===== src/rtl/instruction_sequencer.sv =====
// rtl/instruction_sequencer.sv - fetch/decode/indirect/execute sequencer with PC, AR, IR and timing counter
module instruction_sequencer #(
    parameter int ADDR_W   = 12,
    parameter int DATA_W   = 16,
    parameter int PC_RESET = 0
) (
    input  logic              clk,
    input  logic              rst_n,
    output logic              mem_req,
    output logic [ADDR_W-1:0] mem_addr,
    input  logic [DATA_W-1:0] mem_rdata,
    input  logic              mem_ack,
    output logic [2:0]        opcode,
    input  logic [7:0]        decoded_signal,
    output logic              ind,
    output logic [DATA_W-1:0] ir,
    output logic [ADDR_W-1:0] pc,
    output logic [ADDR_W-1:0] ar,
    output logic [3:0]        sc,
    output logic              exec_en,
    input  logic              sc_clr,
    output logic              seq_err
);

    typedef enum logic [2:0] {
        S_T0,
        S_FETCH,
        S_DECODE,
        S_INDIR,
        S_EXEC
    } state_t;

    state_t            state, state_next;
    logic [ADDR_W-1:0] pc_next, ar_next;
    logic [DATA_W-1:0] ir_next;
    logic              ind_next;
    logic [3:0]        sc_next;
    logic              err_next;

    // Only the register-reference line of the decoder steers the sequence.
    logic unused_decode;
    assign unused_decode = ^decoded_signal[6:0];

    assign mem_addr = ar;
    assign opcode   = ir[DATA_W-2:DATA_W-4];

    always_ff @(posedge clk or negedge rst_n) begin
        if (!rst_n) begin
            state   <= S_T0;
            pc      <= ADDR_W'(PC_RESET);
            ar      <= '0;
            ir      <= '0;
            ind     <= 1'b0;
            sc      <= 4'd0;
            seq_err <= 1'b0;
        end else begin
            state   <= state_next;
            pc      <= pc_next;
            ar      <= ar_next;
            ir      <= ir_next;
            ind     <= ind_next;
            sc      <= sc_next;
            seq_err <= err_next;
        end
    end

    always_comb begin
        state_next = state;
        pc_next    = pc;
        ar_next    = ar;
        ir_next    = ir;
        ind_next   = ind;
        sc_next    = sc;
        err_next   = 1'b0;
        mem_req    = 1'b0;
        exec_en    = 1'b0;
        case (state)
            S_T0: begin
                ar_next    = pc;
                sc_next    = 4'd1;
                state_next = S_FETCH;
            end
            S_FETCH: begin
                mem_req = 1'b1;
                if (mem_ack) begin
                    ir_next    = mem_rdata;
                    pc_next    = pc + ADDR_W'(1);
                    sc_next    = 4'd2;
                    state_next = S_DECODE;
                end
            end
            S_DECODE: begin
                ar_next  = ir[ADDR_W-1:0];
                ind_next = ir[DATA_W-1];
                sc_next  = 4'd3;
                // Register-reference instructions reuse the I bit, so no pointer fetch for them.
                if (ir[DATA_W-1] && !decoded_signal[7])
                    state_next = S_INDIR;
                else
                    state_next = S_EXEC;
            end
            S_INDIR: begin
                mem_req = 1'b1;
                if (mem_ack) begin
                    ar_next    = mem_rdata[ADDR_W-1:0];
                    sc_next    = 4'd4;
                    state_next = S_EXEC;
                end
            end
            S_EXEC: begin
                exec_en = 1'b1;
                if (sc_clr) begin
                    sc_next    = 4'd0;
                    state_next = S_T0;
                end else if (sc == 4'hF) begin
                    sc_next    = 4'd0;
                    err_next   = 1'b1;
                    state_next = S_T0;
                end else begin
                    sc_next = sc + 4'd1;
                end
            end
            default: state_next = S_T0;
        endcase
    end

endmodule


===== config.mk =====
export PLATFORM = sky130hd
export DESIGN_NAME = instruction_sequencer
export DESIGN_NICKNAME = d
export VERILOG_FILES = /design/src/rtl/instruction_sequencer.sv
export SDC_FILE = /design/constraint.sdc
export NUM_CORES = 1
export LEC_CHECK = 0
export CAP_MARGIN = 20
export CORE_ASPECT_RATIO = 0.5
export CORE_MARGIN = 2
export CORE_UTILIZATION = 41
export CTS_BUF_LIST = sky130_fd_sc_hd__clkbuf_16
export CTS_CLUSTER_SIZE = 16
export DETAILED_ROUTE_END_ITERATION = 10
export PLACE_DENSITY = 0.77
export SETUP_SLACK_MARGIN = 0.05
export SKIP_CTS_REPAIR_TIMING = 1
export SYNTH_ARGS = -nofsm -noshare
export SYNTH_HDL_FRONTEND = slang
export SYNTH_SLANG_ARGS = --single-unit

===== constraint.sdc =====
create_clock -name clk -period 1.44 [get_ports clk]
set_clock_uncertainty 0.05 [all_clocks]
set_input_delay 0.288 -clock clk [delete_from_list [all_inputs] [get_ports clk]]
set_output_delay 0.288 -clock clk [all_outputs]
set_load 0.05 [all_outputs]

==> results.sh <==
export IMPL_cp_cell_sequence="buf_6, buf_8, nor3b_4, buf_12"
export IMPL_area_growth_pct=100
export IMPL_seqCellArea_mm2=0.00126
export IMPL_initial_utilization_pct=42.7
export IMPL_p_leak_nw=2.44
export IMPL_power_switching_mw=7.02
export IMPL_maxSlewViolCount=0
export IMPL_cts_tree="done"
export IMPL_core_area_mm2=0.00613
export IMPL_r2r_end="sc[0]"
export IMPL_synth_nets=271
export IMPL_die_area_mm2=0.00708
export IMPL_r2r_cells=5
export IMPL_crit_buf_inv=3
export IMPL_grt_pass1_vias=2489
export IMPL_drive_above_1_share_pct=66.8
export IMPL_synth_ff_type="dfrtp_1"
export IMPL_ys_warn_count=0
export IMPL_postPlaceCellArea_mm2=0.00447
export IMPL_period_needed_ps=1830
export IMPL_yosysSeqAreaShare_pct=46.8
export IMPL_fin_ws_ps=-390
export IMPL_cap_viol_max_count=0
export IMPL_violations="setup timing"
export IMPL_nFillCells=232
export IMPL_slowest_stage="dfrtp_1"
export IMPL_crit_type="reg2out"
export IMPL_min_path_type="in2async"
export IMPL_worstMarginPinSlew_ps=435
export IMPL_crit_path_end_kind="primary output"
export IMPL_die_x_um=117
export IMPL_yosysTopAreaCell="dfrtp_1"
export IMPL_timing_final_crit_share_pct=127
export IMPL_slowest_delay_ps=440
export IMPL_critPathRequiredTime_ps=1100
export IMPL_clkPwrFrac_pct=7.8
export IMPL_syn_inst=241
export IMPL_status="finished, violations left"
export IMPL_critPathTopFamily="buffers and inverters"
export IMPL_rrSetupSlack_ps=-390
export IMPL_cts_max_level=2
export IMPL_grt_setup_unrepaired="true"
export IMPL_synth_compound_area_share_pct=5.11
export IMPL_async_flop_share_pct=100
export IMPL_synthTopCellsByArea="dfrtp_1 (47%), mux2_2 (10%), nand2_1 (8.0%)"
export IMPL_yosysUniqueCellTypes=43
export IMPL_core_rowCount=20
export IMPL_cts_root_buf="clkbuf_16"
export IMPL_io_pins=91
export IMPL_synthSimpleGateAreaFrac_pct=18.4
export IMPL_synth_seq_cells=49
export IMPL_fmax_ghz=0.547
export IMPL_p_int_mw=8.17
export IMPL_insertion_delay_ps=300
export IMPL_gr_total_overflow=0
export IMPL_cts_sinks=49
export IMPL_synth_top_area_share_pct=46.8
export IMPL_design_power_total_mw=15.2
export IMPL_hpwl_mm=6.16
export IMPL_io_buffers=83
export IMPL_crit_fanout=5
export IMPL_muxShareOfSynthArea_pct=17.0
export IMPL_hold_viol=0
export IMPL_swShare_pct=46.2
export IMPL_grt_max_degree=17
export IMPL_maxSlewHeadroom_pct=71.0
export IMPL_cp_arrival_ps=1490
export IMPL_cts_buffer_depth=2
export IMPL_synth_edf_count=0
export IMPL_drt_wirelength_per_cell_um=24.6
export IMPL_syn_area_mm2=0.00262
export IMPL_drt_vias_per_instance=5.61
export IMPL_r2r_start="state[0]"
export IMPL_path_clk_slew_ps=70
export IMPL_dieHeight_um=60.5
export IMPL_fin_nets=405
export IMPL_antenna_left=0
export IMPL_synth_top_family_by_area="simple AND/OR/NAND/NOR gates"
export IMPL_first_pass_iters=5
export IMPL_cp_start_kind="flop"
export IMPL_setup_violations=47
export IMPL_drc_errors=0
export IMPL_vias=2608
export IMPL_power_density_mw_per_mm2=2900
export IMPL_grt_usage_pct=25.9
export IMPL_synth_xor_area_share_pct=3.68
export IMPL_gp_congestion=0.886
export IMPL_cts_buffers=5
export IMPL_grt_pass1_wl_mm=13.5
export IMPL_syn_avg_cell_area_um2=10.9
export IMPL_yosys_area_share_adder_pct=0.956
export IMPL_drt_iter0_markers=177
export IMPL_final_cell_area_mm2=0.00524
export IMPL_wirelength_mm=11.4
export IMPL_max_vdd_ir_drop_uv=1450
export IMPL_multiInputGateArea_mm2=0.00158
export IMPL_antenna_found_initial=1
export IMPL_p_seq_share_pct=19.6
export IMPL_combPwrFrac_pct=72.6
==> cells in the final DEF, fill, tap and decap left out, types with 4 or more instances in the layout <==
| cell type | netlist | routed |
|---|---|---|
| nand3_1 | 5 | 4 |
| buf_4 | 19 | 44 |
| buf_12 | 0 | 65 |
| nand2_1 | 56 | 35 |
| mux2i_1 | 4 | 4 |
| nand2_4 | 0 | 4 |
| xor2_1 | 7 | 6 |
| mux2_4 | 9 | 26 |
| buf_6 | 1 | 19 |
| nand2_2 | 0 | 17 |
| dfrtp_1 | 49 | 25 |
| dfrtp_2 | 0 | 24 |
| clkbuf_16 | 0 | 7 |
| clkdlybuf4s50_1 | 0 | 18 |
| inv_1 | 7 | 7 |
| mux2_2 | 24 | 7 |
==> Yosys cell counts, types with 2 or more instances <==
library cell  count
a21oi_1           5
buf_2             6
buf_4            19
dfrtp_1          49
ha_1              2
inv_1             7
mux2_2           24
mux2_4            9
mux2i_1           4
nand2_1          56
nand3_1           5
nand4_1           3
nor2_1            3
nor2b_1           3
nor3_1            5
nor3b_1           3
nor4_1            2
nor4_2            2
xnor2_1           4
xor2_1            7
==> sequential cells by signal, indices dropped and copies added (netlist names) <==
name / flops
seq_err: 1
state: 3
ar: 12
sc: 4
pc: 12
ir: 16
ind: 1
==> worst max path at each step <==
stage,startpoint,end,slack (ps),cells after the start
floorplan,state[0],sc[0],-70,4
global placement,mem_ack,pc[11],-380,5
detailed placement,mem_ack,pc[9],-450,5
CTS,state[0],exec_en,-340,4
global route,state[0],exec_en,-400,4
finish,state[0],exec_en,-390,4
==> power by group through the flow <==
stage / Clock (mW) / Combinational, mW / Sequential, mW
2_1_floorplan: 0 / 3.38 / 4.28
3_3_place_gp: 0 / 8.96 / 2.80
3_5_place_dp: 0 / 9.20 / 2.87
4_1_cts: 1.15 / 9.31 / 2.87
5_1_grt: 1.23 / 11.3 / 3.02
6_report: 1.18 / 11.0 / 2.98
==> layout make-up <==
cell class / count / area share, %
Sequential cell: 49 / 24.0
Timing Repair Buffer: 152 / 40.5
Antenna cell: 1 / 0.0478
Inverter: 7 / 0.550
Tap cell: 88 / 2.10
Clock buffer: 5 / 2.39
Multi-Input combinational cell: 160 / 30.2
Clock inverter: 3 / 0.263
==> kinds of logic (layout without fill, tap and decap cells) <==
logic type,count (synthesis),count (layout)
AO/OA/AOI/OAI,18,18
multiplexers,37,37
adder cells (fa/ha/maj),2,2
XOR/XNOR,11,11
buffers and inverters,33,167
other,0,1
flip-flops,49,49
AND/OR/NAND/NOR,91,92
==> stage by stage <==
stage,utilization [%],hold slack [ps],instances,setup TNS (ps),setup WS (ps)
floorplan,-,-57.6,241,-828,-71.0
global placement,72.9,101,430,-12360,-379
detailed placement,72.9,106,430,-15440,-453
CTS,75.2,-200,438,-5940,-343
global route,85.4,421,465,-11320,-399
finish,85.4,412,465,-10090,-390
==> per-layer routing <==
layer	vias to the layer above	global-route usage (%)	part of all wire, %
met5	-	0	0
met4	0	8.40	3.4
met3	41	5.69	7.2
met2	156	46.7	48
met1	1331	32.0	42
li1	1080	-	-
No activity file was read; power rests on OpenSTA's default activity.
